### config.mk
export PLATFORM = sky130hd
export DESIGN_NAME = ex_trap_csr_flat
export DESIGN_NICKNAME = d
export VERILOG_FILES = /design/src/rtl/core_csr_pkg.sv /design/src/rtl/ex_trap_csr_if.sv /design/src/rtl/csr_counter64.sv /design/src/rtl/ex_trap_csr.sv /design/src/flat_wrapper.sv
export SDC_FILE = /design/constraint.sdc
export NUM_CORES = 1
export LEC_CHECK = 0
export BUFFER_PORTS_ARGS = -buffer_cell sky130_fd_sc_hd__clkbuf_2
export CELL_PAD_IN_SITES_DETAIL_PLACEMENT = 1
export CELL_PAD_IN_SITES_GLOBAL_PLACEMENT = 2
export CORE_MARGIN = 2
export CORE_UTILIZATION = 36
export DETAILED_ROUTE_END_ITERATION = 12
export PLACE_DENSITY = 0.87
export SLEW_MARGIN = 20
export SYNTH_ARGS = -nofsm -noshare
export SYNTH_HDL_FRONTEND = slang
export SYNTH_SLANG_ARGS = --single-unit
export TNS_END_PERCENT = 1
### constraint.sdc
create_clock -name clk -period 2.9 [get_ports clk]
set_input_delay 0.145 -clock clk [delete_from_list [all_inputs] [get_ports clk]]
set_output_delay 0.145 -clock clk [all_outputs]
set_load 0.01 [all_outputs]
### src/rtl/core_csr_pkg.sv
// rtl/core_csr_pkg.sv - shared CSR addresses, operation/privilege encodings and helpers
package core_csr_pkg;

    localparam logic [11:0] CSR_MSTATUS   = 12'h300;
    localparam logic [11:0] CSR_MTVEC     = 12'h305;
    localparam logic [11:0] CSR_MSCRATCH  = 12'h340;
    localparam logic [11:0] CSR_MEPC      = 12'h341;
    localparam logic [11:0] CSR_MCAUSE    = 12'h342;
    localparam logic [11:0] CSR_MTVAL     = 12'h343;
    localparam logic [11:0] CSR_SEPC      = 12'h141;
    localparam logic [11:0] CSR_SATP      = 12'h180;
    localparam logic [11:0] CSR_MCYCLE    = 12'hB00;
    localparam logic [11:0] CSR_MCYCLEH   = 12'hB80;
    localparam logic [11:0] CSR_MINSTRET  = 12'hB02;
    localparam logic [11:0] CSR_MINSTRETH = 12'hB82;

    localparam logic [1:0] CSR_NONE = 2'b00;
    localparam logic [1:0] CSR_RW   = 2'b01;
    localparam logic [1:0] CSR_RS   = 2'b10;
    localparam logic [1:0] CSR_RC   = 2'b11;

    localparam logic [1:0] RET_NONE = 2'b00;
    localparam logic [1:0] RET_MRET = 2'b01;
    localparam logic [1:0] RET_SRET = 2'b10;
    localparam logic [1:0] RET_RSVD = 2'b11;

    localparam logic [1:0] PRIV_U = 2'b00;
    localparam logic [1:0] PRIV_S = 2'b01;
    localparam logic [1:0] PRIV_M = 2'b11;

    localparam int unsigned CAUSE_MISALIGNED_FETCH = 0;
    localparam int unsigned CAUSE_ILLEGAL          = 2;
    localparam int unsigned CAUSE_INSTR_PF         = 12;
    localparam int unsigned CAUSE_LOAD_PF          = 13;
    localparam int unsigned CAUSE_STORE_PF         = 15;

    localparam int unsigned MSTATUS_MIE    = 3;
    localparam int unsigned MSTATUS_MPIE   = 7;
    localparam int unsigned MSTATUS_SPP    = 8;
    localparam int unsigned MSTATUS_MPP_LO = 11;

    typedef enum logic {ST_RUN, ST_FLUSH} state_e;

    function automatic logic [31:0] csr_wdata(input logic [1:0] op, input logic [31:0] old,
                                              input logic [31:0] src);
        logic [31:0] v;
        case (op)
            CSR_RS:  v = old | src;
            CSR_RC:  v = old & ~src;
            default: v = src;
        endcase
        return v;
    endfunction

endpackage

### src/rtl/ex_trap_csr_if.sv
// rtl/ex_trap_csr_if.sv - EX-stage request/response bundle for the trap and CSR unit
interface ex_trap_csr_if #(
    parameter int XLEN      = 32,
    parameter int NUM_CAUSE = 8
);
    logic                 valid;
    logic [XLEN-1:0]      pc;
    logic [1:0]           csr_op;
    logic [11:0]          csr_addr;
    logic [XLEN-1:0]      csr_wsrc;
    logic [1:0]           ret_op;
    logic [NUM_CAUSE-1:0] exc_vec;
    logic [XLEN-1:0]      exc_tval;
    logic [XLEN-1:0]      csr_rdata;
    logic                 redirect_valid;
    logic [XLEN-1:0]      redirect_pc;
    logic                 trap_taken;
    logic [1:0]           priv_mode;
    logic [XLEN-1:0]      satp;
    logic                 flushing;

    modport master (
        output valid, pc, csr_op, csr_addr, csr_wsrc, ret_op, exc_vec, exc_tval,
        input  csr_rdata, redirect_valid, redirect_pc, trap_taken, priv_mode, satp, flushing
    );

    modport slave (
        input  valid, pc, csr_op, csr_addr, csr_wsrc, ret_op, exc_vec, exc_tval,
        output csr_rdata, redirect_valid, redirect_pc, trap_taken, priv_mode, satp, flushing
    );
endinterface

### src/rtl/csr_counter64.sv
// rtl/csr_counter64.sv - 64-bit counter with increment enable and per-half writes
module csr_counter64 (
    input  logic        clk,
    input  logic        rstn,
    input  logic        inc,
    input  logic        wr_lo,
    input  logic        wr_hi,
    input  logic [31:0] wdata,
    output logic [63:0] count
);
    // A write to either half wins over the increment for the whole counter.
    always_ff @(posedge clk or negedge rstn) begin
        if (!rstn)
            count <= '0;
        else if (wr_lo)
            count[31:0] <= wdata;
        else if (wr_hi)
            count[63:32] <= wdata;
        else if (inc)
            count <= count + 64'd1;
    end
endmodule

### src/rtl/ex_trap_csr.sv
// rtl/ex_trap_csr.sv - execute-stage CSR access, exception entry and xRET unit
module ex_trap_csr
    import core_csr_pkg::*;
#(
    parameter int          XLEN         = 32,
    parameter int          NUM_CAUSE    = 8,
    parameter bit          HAS_SMODE    = 1'b1,
    parameter int          FLUSH_CYCLES = 2,
    parameter logic [31:0] MTVEC_RESET  = 32'h0000_0000
) (
    input logic         clk,
    input logic         rstn,
    ex_trap_csr_if.slave bus
);
    if (XLEN != 32) begin : g_xlen_chk
        $error("ex_trap_csr supports XLEN=32 only");
    end
    if (NUM_CAUSE < 3) begin : g_cause_chk
        $error("ex_trap_csr needs NUM_CAUSE >= 3");
    end
    if (FLUSH_CYCLES < 1 || FLUSH_CYCLES > 7) begin : g_flush_chk
        $error("ex_trap_csr FLUSH_CYCLES must be 1..7");
    end

    state_e      state;
    logic [2:0]  flush_cnt;
    logic [1:0]  priv, mpp;
    logic        mie, mpie, spp;
    logic [31:0] mtvec, mepc, mcause, mtval, mscratch, sepc, satp_q;
    logic [63:0] mcycle, minstret;

    logic [31:0] mstatus_val, old_val, wdata, exc_idx;
    logic        impl, csr_req, suppress, illegal, exc_any;
    logic        act, take_trap, take_ret, csr_we, retire;
    logic [NUM_CAUSE-1:0] exc_all;

    always_comb begin
        mstatus_val = '0;
        mstatus_val[MSTATUS_MIE]          = mie;
        mstatus_val[MSTATUS_MPIE]         = mpie;
        mstatus_val[MSTATUS_SPP]          = spp;
        mstatus_val[MSTATUS_MPP_LO +: 2]  = mpp;
    end

    always_comb begin
        old_val = '0;
        impl    = 1'b1;
        case (bus.csr_addr)
            CSR_MSTATUS:   old_val = mstatus_val;
            CSR_MTVEC:     old_val = mtvec;
            CSR_MSCRATCH:  old_val = mscratch;
            CSR_MEPC:      old_val = mepc;
            CSR_MCAUSE:    old_val = mcause;
            CSR_MTVAL:     old_val = mtval;
            CSR_SEPC:      if (HAS_SMODE) old_val = sepc;   else impl = 1'b0;
            CSR_SATP:      if (HAS_SMODE) old_val = satp_q; else impl = 1'b0;
            CSR_MCYCLE:    old_val = mcycle[31:0];
            CSR_MCYCLEH:   old_val = mcycle[63:32];
            CSR_MINSTRET:  old_val = minstret[31:0];
            CSR_MINSTRETH: old_val = minstret[63:32];
            default:       impl = 1'b0;
        endcase
    end

    assign wdata    = csr_wdata(bus.csr_op, old_val, bus.csr_wsrc);
    assign csr_req  = bus.csr_op != CSR_NONE;
    assign suppress = (bus.csr_op == CSR_RS || bus.csr_op == CSR_RC) && bus.csr_wsrc == '0;

    assign illegal = bus.valid && (
        (csr_req && (!impl || bus.csr_addr[9:8] > priv)) ||
        (csr_req && !suppress && bus.csr_addr[11:10] == 2'b11) ||
        (bus.ret_op == RET_RSVD) ||
        (bus.ret_op == RET_MRET && priv != PRIV_M) ||
        (bus.ret_op == RET_SRET && (!HAS_SMODE || priv == PRIV_U)) ||
        (bus.ret_op != RET_NONE && csr_req));

    assign exc_all = bus.exc_vec | ({{(NUM_CAUSE-1){1'b0}}, illegal} << CAUSE_ILLEGAL);

    // Scan downward so the lowest set cause index is the one left standing.
    always_comb begin
        exc_any = 1'b0;
        exc_idx = '0;
        for (int i = NUM_CAUSE - 1; i >= 0; i--) begin
            if (exc_all[i]) begin
                exc_any = 1'b1;
                exc_idx = 32'(i);
            end
        end
    end

    assign act       = (state == ST_RUN) && bus.valid;
    assign take_trap = act && exc_any;
    assign take_ret  = act && !exc_any && bus.ret_op != RET_NONE;
    assign retire    = act && !exc_any;
    assign csr_we    = retire && bus.ret_op == RET_NONE && csr_req && !suppress;

    csr_counter64 u_mcycle (
        .clk  (clk),
        .rstn (rstn),
        .inc  (1'b1),
        .wr_lo(csr_we && bus.csr_addr == CSR_MCYCLE),
        .wr_hi(csr_we && bus.csr_addr == CSR_MCYCLEH),
        .wdata(wdata),
        .count(mcycle)
    );

    csr_counter64 u_minstret (
        .clk  (clk),
        .rstn (rstn),
        .inc  (retire),
        .wr_lo(csr_we && bus.csr_addr == CSR_MINSTRET),
        .wr_hi(csr_we && bus.csr_addr == CSR_MINSTRETH),
        .wdata(wdata),
        .count(minstret)
    );

    assign bus.csr_rdata      = old_val;
    assign bus.redirect_valid = take_trap || take_ret;
    assign bus.redirect_pc    = take_trap ? mtvec : (bus.ret_op == RET_MRET ? mepc : sepc);
    assign bus.trap_taken     = take_trap;
    assign bus.priv_mode      = priv;
    assign bus.satp           = satp_q;
    assign bus.flushing       = state == ST_FLUSH;

    always_ff @(posedge clk or negedge rstn) begin
        if (!rstn) begin
            state     <= ST_RUN;
            flush_cnt <= '0;
            priv      <= PRIV_M;
            mie       <= 1'b0;
            mpie      <= 1'b0;
            spp       <= 1'b0;
            mpp       <= PRIV_U;
            mtvec     <= MTVEC_RESET;
            mepc      <= '0;
            mcause    <= '0;
            mtval     <= '0;
            mscratch  <= '0;
            sepc      <= '0;
            satp_q    <= '0;
        end else begin
            case (state)
                ST_RUN: if (take_trap || take_ret) begin
                    state     <= ST_FLUSH;
                    flush_cnt <= 3'(FLUSH_CYCLES - 1);
                end
                ST_FLUSH: if (flush_cnt == '0) state <= ST_RUN;
                          else flush_cnt <= flush_cnt - 3'd1;
            endcase

            if (take_trap) begin
                mepc   <= bus.pc & ~32'h3;
                mcause <= exc_idx;
                mtval  <= (exc_idx == CAUSE_ILLEGAL) ? '0 : bus.exc_tval;
                mpp    <= priv;
                mpie   <= mie;
                mie    <= 1'b0;
                priv   <= PRIV_M;
            end else if (take_ret) begin
                if (bus.ret_op == RET_MRET) begin
                    priv <= mpp;
                    mie  <= mpie;
                    mpie <= 1'b1;
                    mpp  <= PRIV_U;
                end else begin
                    priv <= {1'b0, spp};
                    spp  <= 1'b0;
                end
            end else if (csr_we) begin
                case (bus.csr_addr)
                    CSR_MSTATUS: begin
                        mie  <= wdata[MSTATUS_MIE];
                        mpie <= wdata[MSTATUS_MPIE];
                        spp  <= HAS_SMODE ? wdata[MSTATUS_SPP] : 1'b0;
                        // MPP only accepts privileges this core can actually return to.
                        if (wdata[MSTATUS_MPP_LO +: 2] != 2'b10 &&
                            (HAS_SMODE || wdata[MSTATUS_MPP_LO +: 2] != PRIV_S))
                            mpp <= wdata[MSTATUS_MPP_LO +: 2];
                    end
                    CSR_MTVEC:    mtvec    <= wdata & ~32'h3;
                    CSR_MSCRATCH: mscratch <= wdata;
                    CSR_MEPC:     mepc     <= wdata & ~32'h3;
                    CSR_MCAUSE:   mcause   <= wdata;
                    CSR_MTVAL:    mtval    <= wdata;
                    CSR_SEPC:     sepc     <= wdata;
                    CSR_SATP:     satp_q   <= wdata;
                    default: ;
                endcase
            end
        end
    end
endmodule

### src/flat_wrapper.sv
// flat-port wrapper written by rule: the top's interface ports become plain ports
module ex_trap_csr_flat import core_csr_pkg::*;
#(
    parameter int          XLEN         = 32,
    parameter int          NUM_CAUSE    = 8,
    parameter bit          HAS_SMODE    = 1'b1,
    parameter int          FLUSH_CYCLES = 2,
    parameter logic [31:0] MTVEC_RESET  = 32'h0000_0000
)
  (clk, rstn, bus_valid, bus_pc, bus_csr_op, bus_csr_addr, bus_csr_wsrc, bus_ret_op, bus_exc_vec, bus_exc_tval, bus_csr_rdata, bus_redirect_valid, bus_redirect_pc, bus_trap_taken, bus_priv_mode, bus_satp, bus_flushing);
  ex_trap_csr_if #(.XLEN(XLEN), .NUM_CAUSE(NUM_CAUSE)) bus_i ();
  input logic clk;
  input logic rstn;
  input wire logic [$bits(bus_i.valid)-1:0] bus_valid;
  input wire logic [$bits(bus_i.pc)-1:0] bus_pc;
  input wire logic [$bits(bus_i.csr_op)-1:0] bus_csr_op;
  input wire logic [$bits(bus_i.csr_addr)-1:0] bus_csr_addr;
  input wire logic [$bits(bus_i.csr_wsrc)-1:0] bus_csr_wsrc;
  input wire logic [$bits(bus_i.ret_op)-1:0] bus_ret_op;
  input wire logic [$bits(bus_i.exc_vec)-1:0] bus_exc_vec;
  input wire logic [$bits(bus_i.exc_tval)-1:0] bus_exc_tval;
  output wire logic [$bits(bus_i.csr_rdata)-1:0] bus_csr_rdata;
  output wire logic [$bits(bus_i.redirect_valid)-1:0] bus_redirect_valid;
  output wire logic [$bits(bus_i.redirect_pc)-1:0] bus_redirect_pc;
  output wire logic [$bits(bus_i.trap_taken)-1:0] bus_trap_taken;
  output wire logic [$bits(bus_i.priv_mode)-1:0] bus_priv_mode;
  output wire logic [$bits(bus_i.satp)-1:0] bus_satp;
  output wire logic [$bits(bus_i.flushing)-1:0] bus_flushing;
  assign bus_i.valid = bus_valid;
  assign bus_i.pc = bus_pc;
  assign bus_i.csr_op = bus_csr_op;
  assign bus_i.csr_addr = bus_csr_addr;
  assign bus_i.csr_wsrc = bus_csr_wsrc;
  assign bus_i.ret_op = bus_ret_op;
  assign bus_i.exc_vec = bus_exc_vec;
  assign bus_i.exc_tval = bus_exc_tval;
  assign bus_csr_rdata = bus_i.csr_rdata;
  assign bus_redirect_valid = bus_i.redirect_valid;
  assign bus_redirect_pc = bus_i.redirect_pc;
  assign bus_trap_taken = bus_i.trap_taken;
  assign bus_priv_mode = bus_i.priv_mode;
  assign bus_satp = bus_i.satp;
  assign bus_flushing = bus_i.flushing;
  ex_trap_csr #(.XLEN(XLEN), .NUM_CAUSE(NUM_CAUSE), .HAS_SMODE(HAS_SMODE), .FLUSH_CYCLES(FLUSH_CYCLES), .MTVEC_RESET(MTVEC_RESET)) u_core (.clk(clk), .rstn(rstn), .bus(bus_i));
endmodule
Word level (Yosys, flattened, before mapping)
Cells that the tools add are included.
{"block": "classes", "n_bitwise": 8, "n_reduce_logical": 62, "n_lt_le_gt_ge": 1, "mux": 70, "eq_ne": 28, "add_sub_neg": 3}
{"operator": "32-bit two-way mux", "n": 21}
{"operator": "32-bit one-hot mux with 12 select lines", "n": 1}
{"operator": "64-bit by 1-bit adder with 64-bit output, second input constant", "n": 2}
{"operator": "12-bit by 10-bit equality test with 1-bit output, second input constant", "n": 6}
{"operator": "64-bit two-way mux", "n": 1}
{"operator": "32-bit one-hot mux with 2 select lines", "n": 1}
{"operator": "12-bit equality test, second input constant", "n": 4}
{"operator": "32-bit bitwise AND", "n": 1}
{"operator": "32-bit zero test", "n": 1}
{"operator": "32-bit NOT", "n": 1}
{"operator": "32-bit bitwise OR", "n": 1}
{"operator": "3-bit two-way mux", "n": 10}
{"operator": "1-bit two-way mux", "n": 25}
{"operator": "12-bit by 9-bit equality test with 1-bit output, second input constant", "n": 2}
{"operator": "4-bit AND reduction", "n": 6}
{"operator": "2-bit nonzero test", "n": 11}
{"operator": "1-bit logical AND", "n": 19}
{"operator": "2-bit two-way mux", "n": 9}
{"operator": "2-bit != test, second input constant", "n": 7}
{"operator": "3-bit AND reduction", "n": 4}
{"operator": "12-bit OR reduction", "n": 1}
{"operator": "2-bit equality test, second input constant", "n": 5}
{"operator": "3-bit nonzero test", "n": 3}
{"operator": "1-bit logical OR", "n": 8}
{"operator": "14 further kinds", "n": 22}
{"block": "word_totals", "elab_cells": 190, "regBits": 361}

Logic depth before layout (Yosys ltp)
Gate-level depths: netlist of run 1.
{"block": "depth", "ltp_word": 29, "depth_mapped": 15}

Modules after synthesis
A second synthesis of run 1 with hierarchy kept.
{"block": "unflattened", "hier_cells": 2670, "area_unflattened_um2": 22853.2}
{"mod": "ex_trap_csr", "cells_per_inst": 1624, "instances": 1, "area_each_um2": 14149.8}
{"mod": "csr_counter64", "cells_per_inst": 523, "instances": 2, "area_each_um2": 4351.7}

Worst setup path after synthesis of run 1
OpenSTA, ideal clock, no wires.
{"block": "synth_path", "path_kind": "register -> output", "from": "reg u_core.priv[1], in the netlist u_core.bus.priv_mode[1]", "to": "out bus_redirect_pc[0]", "n_path_buf": 5, "t_arrival_ps": 2655, "path_stages_with_launch": 14, "path_slack_ps": 100, "t_required_ps": 2755, "path_cell_list": "dfstp_2 > inv_1 > ha_1 > nor2b_1 > o21ai_0 > a31o_2 > buf_2 > a31o_2 > buf_4 > inv_4 > buf_6 > buf_6 > buf_2 > nor3b_1"}
{"block": "synth_between", "elab_chain_len": 15, "word_cells_on_any_way": 19}
{"element": "start, declared", "line": "ex_trap_csr.sv:27", "rtl": "logic [1:0] priv, mpp;"}
{"element": "start signal, assigned", "line": "ex_trap_csr.sv:161", "rtl": "priv <= mpp;"}
{"element": "start signal, assigned", "line": "ex_trap_csr.sv:166", "rtl": "priv <= {1'b0, spp};"}
{"element": "2-bit greater-than comparator", "line": "ex_trap_csr.sv:70", "rtl": "(csr_req && (!impl || bus.csr_addr[9:8] > priv)) ||"}
{"element": "1-bit logical OR", "line": "ex_trap_csr.sv:70"}
{"element": "1-bit logical AND", "line": "ex_trap_csr.sv:70"}
{"element": "1-bit logical OR", "line": "ex_trap_csr.sv:70"}
{"element": "1-bit logical OR", "line": "ex_trap_csr.sv:71", "rtl": "(csr_req && !suppress && bus.csr_addr[11:10] == 2'b11) ||"}
{"element": "1-bit logical OR", "line": "ex_trap_csr.sv:72", "rtl": "(bus.ret_op == RET_RSVD) ||"}
{"element": "1-bit logical OR *", "line": "ex_trap_csr.sv:73", "rtl": "(bus.ret_op == RET_MRET && priv != PRIV_M) ||"}
{"element": "1-bit logical OR *", "line": "ex_trap_csr.sv:74", "rtl": "(bus.ret_op == RET_SRET && (!HAS_SMODE || priv == PRIV_U)) ||"}
{"element": "1-bit logical AND *", "line": "ex_trap_csr.sv:69", "rtl": "assign illegal = bus.valid && ("}
{"element": "8-bit by 3-bit bitwise OR with 8-bit output *", "line": "ex_trap_csr.sv:77", "rtl": "assign exc_all = bus.exc_vec | ({{(NUM_CAUSE-1){1'b0}}, illegal} << CAUSE_ILLEGAL);"}
{"element": "1-bit two-way mux * (3 in a row)", "line": "ex_trap_csr.sv:84", "rtl": "if (exc_all[i]) begin"}
{"element": "1-bit logical AND *", "line": "ex_trap_csr.sv:92", "rtl": "assign take_trap = act && exc_any;"}
{"element": "named net bus_trap_taken", "line": "flat_wrapper.sv:25", "rtl": "output wire logic [$bits(bus_i.trap_taken)-1:0] bus_trap_taken;"}
{"element": "32-bit two-way mux *", "line": "ex_trap_csr.sv:119", "rtl": "assign bus.redirect_pc = take_trap ? mtvec : (bus.ret_op == RET_MRET ? mepc : sepc);"}
{"element": "end, declared", "line": "flat_wrapper.sv:24", "rtl": "output wire logic [$bits(bus_i.redirect_pc)-1:0] bus_redirect_pc;"}
The timed path passes the listed nets; every way through them passes the cells marked *.

Worst setup path in the final report of run 1
{"block": "layout_path", "from": "reg u_core.priv[1], in the netlist u_core.bus.priv_mode[1]", "to": "out bus_redirect_pc[8]"}
{"block": "layout_between", "elab_chain_len": 15, "word_cells_on_any_way": 19}
{"element": "2-bit greater-than comparator", "line": "ex_trap_csr.sv:70"}
{"element": "1-bit logical OR", "line": "ex_trap_csr.sv:70"}
{"element": "1-bit logical AND", "line": "ex_trap_csr.sv:70"}
{"element": "1-bit logical OR", "line": "ex_trap_csr.sv:70"}
{"element": "1-bit logical OR", "line": "ex_trap_csr.sv:71"}
{"element": "1-bit logical OR", "line": "ex_trap_csr.sv:72"}
{"element": "1-bit logical OR *", "line": "ex_trap_csr.sv:73"}
{"element": "1-bit logical OR *", "line": "ex_trap_csr.sv:74"}
{"element": "1-bit logical AND *", "line": "ex_trap_csr.sv:69"}
{"element": "8-bit by 3-bit bitwise OR with 8-bit output *", "line": "ex_trap_csr.sv:77"}
{"element": "1-bit two-way mux * (3 in a row)", "line": "ex_trap_csr.sv:84"}
{"element": "1-bit logical AND *", "line": "ex_trap_csr.sv:92"}
{"element": "32-bit two-way mux *", "line": "ex_trap_csr.sv:119"}
Every way passes the cells marked *; elsewhere a longest branch is shown, timed or not.

==> flow_summary.json, run 1 <==
{
  "status": "finished with violations",
  "violations": "negative setup slack",
  "first_pass_iters": 7,
  "critPathKind": "reg2out",
  "h-tree-depth": 2,
  "power.internal_mw": 10.9,
  "numCtsBuffers": 44,
  "grt_first_pass_wirelength_um": 194000,
  "p_seq_share_pct": 38.6,
  "diodes": 0,
  "p_clk_share_pct": 35.9,
  "synth_area_per_cell_um2": 8.39,
  "max-cap-violations": 0,
  "yosysSeqAreaShare_pct": 41.4,
  "use_met1_pct": 54.1,
  "place_ws_ps": -495,
  "cts_root_buf": "clkbuf_16",
  "vias": 26400,
  "num-fill-cells": 7033,
  "synth_area_leader_cell": "dfrtp_1",
  "ir_worst_vdd_v": 0.000463,
  "total_leakage_power_nw": 13.6,
  "wire_per_inst_um": 32.9,
  "synthTopCellsByArea": "dfrtp_1, o21ai_0, nand2_1",
  "powerDensity_mw_per_mm2": 536,
  "dieHeight_um": 250,
  "hold_violations": 0,
  "synth-edff-count": 0,
  "synth_cell_types": 93,
  "gr-total-overflow": 0,
  "rsz0062_at_grt": "yes",
  "arrival_ps": 3000,
  "num_rows": 90,
  "dieArea_mm2": 0.0623,
  "slew_viol_final": 0,
  "async_flop_share_pct": 100,
  "synth_top_area_share_pct": 41.1,
  "syn_to_final_growth_pct": 41.7,
  "p_sw_mw": 5.62,
  "ant_nets": 0,
  "finClkSkew_ps": 43.3,
  "drive_gt1_share_pct": 30.5,
  "power_frac_comb_pct": 25.6,
  "top_usage_layer": "met2",
  "antenna_found_initial": 2,
  "cts.clk_slew.worst_paths_ps": 50,
  "grt_usage_pct": 42.9,
  "cts_tree": "done",
  "io_pins": 224,
  "worst_slack_ps": -243,
  "clock_path_buffers": 3,
  "ys_ff_latch": 359,
  "core-area_mm2": 0.0600,
  "post-route-min-period_ps": 3140,
  "cp-start-kind": "flip-flop",
  "grt_max_degree": 63,
  "synth_flop_cell": "dfrtp_1",
  "numPortBuffers": 221,
  "final-setup-viol-count": 35,
  "dieWidth_um": 250,
  "worst_pin_slew_ps": 934,
  "switching_share_pct": 34.0,
  "endpoint_kind": "primary output",
  "hold_class": "in2reg",
  "cp_max_fo": 24,
  "drtIter0Drc": 2889,
  "nets": 3419,
  "finalCritPeriodShare_pct": 108,
  "syn_area_mm2": 0.0217,
  "syn_nets": 2719,
  "max_freq_ghz": 0.318,
  "cts_sinks": 359,
  "gr-usage-met3_pct": 7.17,
  "wl_um": 135000,
  "hpwl_um": 102000,
  "grt_pass1_vias": 27400,
  "ys_warn_count": 0,
  "hold_slack_ps": 76.5,
  "drc": 0,
  "cp_data_required_time_ps": 2760,
  "via_per_inst": 6.44,
  "slew_headroom_pct": 37.5,
  "gp_congestion": 1.08,
  "synthCells": 2590,
  "clk_latency_ps": 620,
  "met2_usage_pct": 67.6,
  "start_util_pct": 36.2
}
-- layout by cell type (no fill, tap or decap), types with 13 or more instances in the layout --
master / instances
nand2_1: 389
o21ai_2: 19
a22oi_1: 72
o211ai_1: 40
nand4_1: 75
dlygate4sd3_1: 66
mux2i_1: 64
buf_4: 496
a21oi_1: 127
nand2b_1: 13
and4_1: 18
nor4_1: 27
o22ai_1: 13
o221ai_1: 25
o32a_1: 17
and2_1: 17
clkbuf_8: 13
nand4b_1: 17
a22o_1: 16
o2bb2ai_1: 15
clkbuf_16: 45
o21ai_1: 39
nor3_1: 38
nand3_1: 77
o21ai_0: 266
a21o_1: 15
nand3b_1: 23
mux2_2: 13
and3_1: 40
nand2_2: 16
nor2_1: 162
inv_1: 48
or2_2: 20
a31oi_1: 78
or3_1: 13
clkbuf_2: 198
dfrtp_1: 357
buf_12: 62
-- logic make-up (layout without fill, tap and decap cells) --
| group | after synthesis | after routing | share of synthesized area [%] |
|---|---|---|---|
| adders and majority gates | 6 | 6 | 0.346 |
| DFF | 359 | 359 | 41.4 |
| xor gates and xnor gates | 3 | 3 | 0.121 |
| buffers and inverters | 253 | 986 | 5.26 |
| muxes | 79 | 79 | 3.78 |
| AOI/OAI and AO/OA | 841 | 841 | 24.4 |
| and+or+nand+nor | 1049 | 1049 | 24.7 |
-- metrics by stage --
stage / total power [mW] / std cells / TNS [ps] / area, um2 / utilization (%)
after global routing: 17.0 / 4105 / -8450 / 30800 / 51.3
after floorplan: 7.80 / 2590 / 0 / 21700 / -
after CTS: 16.3 / 4105 / -5960 / 30600 / 51.0
after global placement: 9.68 / 3945 / -34620 / 27900 / 46.4
after detailed placement: 9.86 / 3945 / -41730 / 27900 / 46.4
final: 16.5 / 4105 / -5660 / 30800 / 51.3
-- what timing repair did --
action	4_1_cts	5_1_grt
endpoints found under the setup margin	56	187
gates resized for setup	121	58
hold buffers	66	0
pin swaps	19	11
gates cloned	5	0
setup buffers	11	0
endpoints found under the hold margin	113	0
-- worst paths after layout --
path                                        endpoint  cells past startpoint  slack (ps)                    start
hold / removal               u_core.bus.priv_mode[1]                      4          80            bus_ret_op[0]
setup / recovery                  bus_redirect_pc[8]                     11        -240  u_core.bus.priv_mode[1]
hold reg to reg                  u_core.mscratch[25]                      2         480      u_core.mscratch[25]
setup reg to reg                         u_core.mpie                     13         -90  u_core.bus.priv_mode[1]
min in group asynchronous        u_core.flush_cnt[2]                      2         140                     rstn
max in group asynchronous  u_core.u_mcycle.count[60]                      4        1740                     rstn
-- area by class of cell --
class	instances	area (um2)	area share, %
Multi-Input combinational cell	1978	12100	39.2
Clock inverter	15	201	0.654
Sequential cell	359	8990	29.2
Tap cell	782	978	3.18
Inverter	51	201	0.654
Timing Repair inverter	1	20.0	0.0650
Clock buffer	64	1320	4.28
Timing Repair Buffer	855	7010	22.8
-- synthesized netlist by cell type, drive strengths merged, types with 5 or more instances --
cell type	number
o31a	9
nor2	164
or4b	6
buf	108
a31oi	81
o31ai	9
nand2	407
nand3	82
o221ai	25
a32oi	5
a21oi	131
nand4	75
and2	19
or4	14
o22ai	13
a22oi	73
nor3b	9
a21o	15
a211oi	6
nor3	52
and3	42
nand2b	13
a222oi	5
mux2	14
o2bb2ai	15
o32ai	5
or2	33
o21ai	331
inv	50
and4	19
nand3b	23
o211ai	40
mux2i	64
nor4b	8
nor4	34
clkbuf	94
nor2b	10
a22o	16
ha	6
o32a	17
or3	14
nand4b	17
dfrtp	357
-- power groups by stage --
stage               combinational [mW]  clock, mW  sequential [mW]
global placement                  3.31          0             6.37
detailed placement                3.46          0             6.41
floorplan                         1.71          0             6.09
CTS                               4.01       5.95             6.33
global route                      4.44       6.14             6.40
finish                            4.22       5.92             6.37
-- worst max-delay path: stages (launching register included) --
cell and delay (ps):
dfstp_2 380, inv_4 80, o21ai_1 60, a311o_1 350, or4_4 510, a31o_4 280
inv_8 120, buf_12 180, nand2_1 80, o21ai_1 100, buf_4 130, buf_4 110
-- per-layer routing --
| metal | up-vias | routed length, um |
|---|---|---|
| met2 | 1526 | 60300 |
| met1 | 13400 | 53300 |
| li1 | 11000 | - |
| met5 | - | 11 |
| met3 | 451 | 10700 |
| met4 | 2 | 10900 |
-- sequential cells by signal, indices dropped and copies added (netlist names) --
signal,cells
u_core.mpie,1
u_core.flush_cnt,3
u_core.bus.satp,32
u_core.mpp,2
u_core.bus.flushing,1
u_core.sepc,32
u_core.mscratch,32
u_core.mie,1
u_core.spp,1
u_core.mtvec,30
u_core.mepc,30
u_core.bus.priv_mode,2
u_core.u_minstret.count,64
u_core.u_mcycle.count,64
u_core.mtval,32
u_core.mcause,32
Note: power is estimated with default switching activity, not from simulation.
==> run 2: changes to the inputs <==
--- a/config.mk
+++ b/config.mk
@@ -9,9 +9,9 @@
 export CELL_PAD_IN_SITES_DETAIL_PLACEMENT = 1
 export CELL_PAD_IN_SITES_GLOBAL_PLACEMENT = 2
 export CORE_MARGIN = 2
-export CORE_UTILIZATION = 36
+export CORE_UTILIZATION = 35
 export DETAILED_ROUTE_END_ITERATION = 12
-export PLACE_DENSITY = 0.87
+export PLACE_DENSITY = 0.85
 export SLEW_MARGIN = 20
 export SYNTH_ARGS = -nofsm -noshare
 export SYNTH_HDL_FRONTEND = slang
==> flow_summary.json, run 2 (synthesized netlist as in run 1, its figures left out) <==
{
  "critPathKind": "reg2out",
  "dieWidth_um": 253,
  "numCtsBuffers": 45,
  "worst_slack_ps": -256,
  "drc": 0,
  "cts.clk_slew.worst_paths_ps": 70,
  "final.setup.tns_ps": -6900,
  "numPortBuffers": 221,
  "place_ws_ps": -795,
  "fin_area_mm2": 0.0312,
  "drtIter0Drc": 2921,
  "power.internal_mw": 10.9,
  "max_freq_ghz": 0.317,
  "reg2reg_depth": 14,
  "nets": 3450,
  "holdPathStages": 3,
  "endpoint": "bus_redirect_pc[7]",
  "p_sw_mw": 5.54,
  "slew_headroom_pct": 33.1,
  "h-tree-depth": 2,
  "hpwl_um": 107000,
  "drive_gt1_share_pct": 32.0,
  "status": "finished with violations",
  "slew_viol_final": 0,
  "place_area_mm2": 0.0281,
  "powerDensity_mw_per_mm2": 527,
  "rsz0062_at_grt": "yes",
  "clock_path_buffers": 3,
  "post-route-min-period_ps": 3160,
  "grt_pass1_vias": 27000,
  "grt_usage_pct": 43.1,
  "utilization_pct": 50.8,
  "cp_max_fo": 7,
  "cp_data_required_time_ps": 2760,
  "endpoint_kind": "primary output",
  "ir_worst_vdd_v": 0.000398,
  "top_regs": "u_core.u_mcycle.count: 64 flops, u_core.u_minstret.count: 64 flops",
  "worst_pin_slew_ps": 1000,
  "first_pass_iters": 6,
  "wl_um": 140000,
  "timing.rr.end": "u_core.u_mcycle.count[33]",
  "num_rows": 91,
  "arrival_ps": 3010,
  "grt_max_degree": 84,
  "p_seq_share_pct": 38.4,
  "grt_first_pass_wirelength_um": 197000,
  "cts_tree": "done",
  "hold_slack_ps": 53.3,
  "cp-start-kind": "flip-flop",
  "violations": "negative setup slack",
  "num-fill-cells": 7225,
  "syn_to_final_growth_pct": 43.7,
  "ant_nets": 0,
  "cts_root_buf": "clkbuf_16",
  "finalCritPeriodShare_pct": 109,
  "vias": 26500,
  "rrSetupSlack_ps": -50,
  "layout_commonest_cell": "buf_4",
  "via_per_inst": 6.39,
  "antenna_found_initial": 1,
  "core-area_mm2": 0.0615,
  "switching_share_pct": 33.7,
  "cts_sinks": 359,
  "final-setup-viol-count": 44,
  "clk_latency_ps": 610,
  "layout_common_cells": "buf_4, nand2_1, dfrtp_1",
  "gr-total-overflow": 0,
  "io_pins": 224,
  "total_leakage_power_nw": 13.8,
  "hold_class": "in2reg",
  "dieHeight_um": 253,
  "start_util_pct": 35.3,
  "p_clk_share_pct": 36.3,
  "finClkSkew_ps": 30.4,
  "dieArea_mm2": 0.0641,
  "gp_congestion": 1.04,
  "max-cap-violations": 0,
  "power_frac_comb_pct": 25.3,
  "r2r_start": "u_core.bus.priv_mode[1]",
  "wire_per_inst_um": 33.7,
  "startpoint": "u_core.bus.priv_mode[1]",
  "hold_violations": 0
}
[run 2: routing by layer]
layer | global-route usage [%] | wire length (um) | share of wire [%] | vias up
met5 | 0 | 0 | 0 | -
met4 | 25.9 | 10100 | 7.2 | 0
met3 | 7.07 | 11000 | 7.9 | 390
met2 | 67.5 | 62200 | 44 | 1548
met1 | 55.9 | 56600 | 40 | 13500
li1 | - | - | - | 11100
[run 2: repair_timing]
action | CTS | global route
hold endpoints to repair | 192 | 0
resized for setup | 83 | 144
pin swaps | 7 | 30
gates cloned | 4 | 3
endpoints found under the setup margin | 155 | 145
hold buffers | 65 | 0
setup buffers | 8 | 7
[run 2: layout make-up]
class	count	area, um2	area share (%)
Multi-Input combinational cell	1978	12200	39.0
Antenna cell	2	5.00	0.0160
Timing Repair inverter	2	25.0	0.0802
Clock inverter	23	208	0.665
Timing Repair Buffer	884	7300	23.4
Tap cell	790	988	3.17
Sequential cell	359	8990	28.8
Inverter	51	206	0.661
Clock buffer	59	1320	4.23
[run 2: stage by stage]
| step | cells | power, mW |
|---|---|---|
| final | 4148 | 16.4 |
| after global placement | 3981 | 9.67 |
| after global routing | 4146 | 16.9 |
| after CTS | 4138 | 16.1 |
| after floorplan | 2590 | 7.80 |
| after detailed placement | 3981 | 9.83 |
[run 2: power groups by stage]
| stage | Sequential [mW] | Combinational (mW) | Clock, mW |
|---|---|---|---|
| final | 6.32 | 4.17 | 5.97 |
| after floorplan | 6.09 | 1.71 | 0 |
| after detailed placement | 6.37 | 3.46 | 0 |
| after CTS | 6.28 | 3.83 | 6.00 |
| after global placement | 6.33 | 3.34 | 0 |
| after global routing | 6.36 | 4.39 | 6.16 |
[run 2: worst min-delay path by stage]
stage                        start             endpoint
finish              bus_exc_vec[1]     u_core.mcause[0]
global route        bus_exc_vec[1]     u_core.mcause[0]
floorplan                     rstn  u_core.bus.flushing
detailed placement            rstn      u_core.mepc[23]
global placement              rstn     u_core.mtvec[26]
CTS                 bus_exc_vec[1]     u_core.mcause[0]
[run 2: critical path: stages (launching register included)]
cell	delay [ps]
dfstp_2	390
inv_4	80
o21ai_2	50
a311o_2	410
or4_4	450
a31o_4	330
clkinv_8	120
buf_16	130
buf_8	130
nand2_2	60
o21ai_2	70
buf_2	160
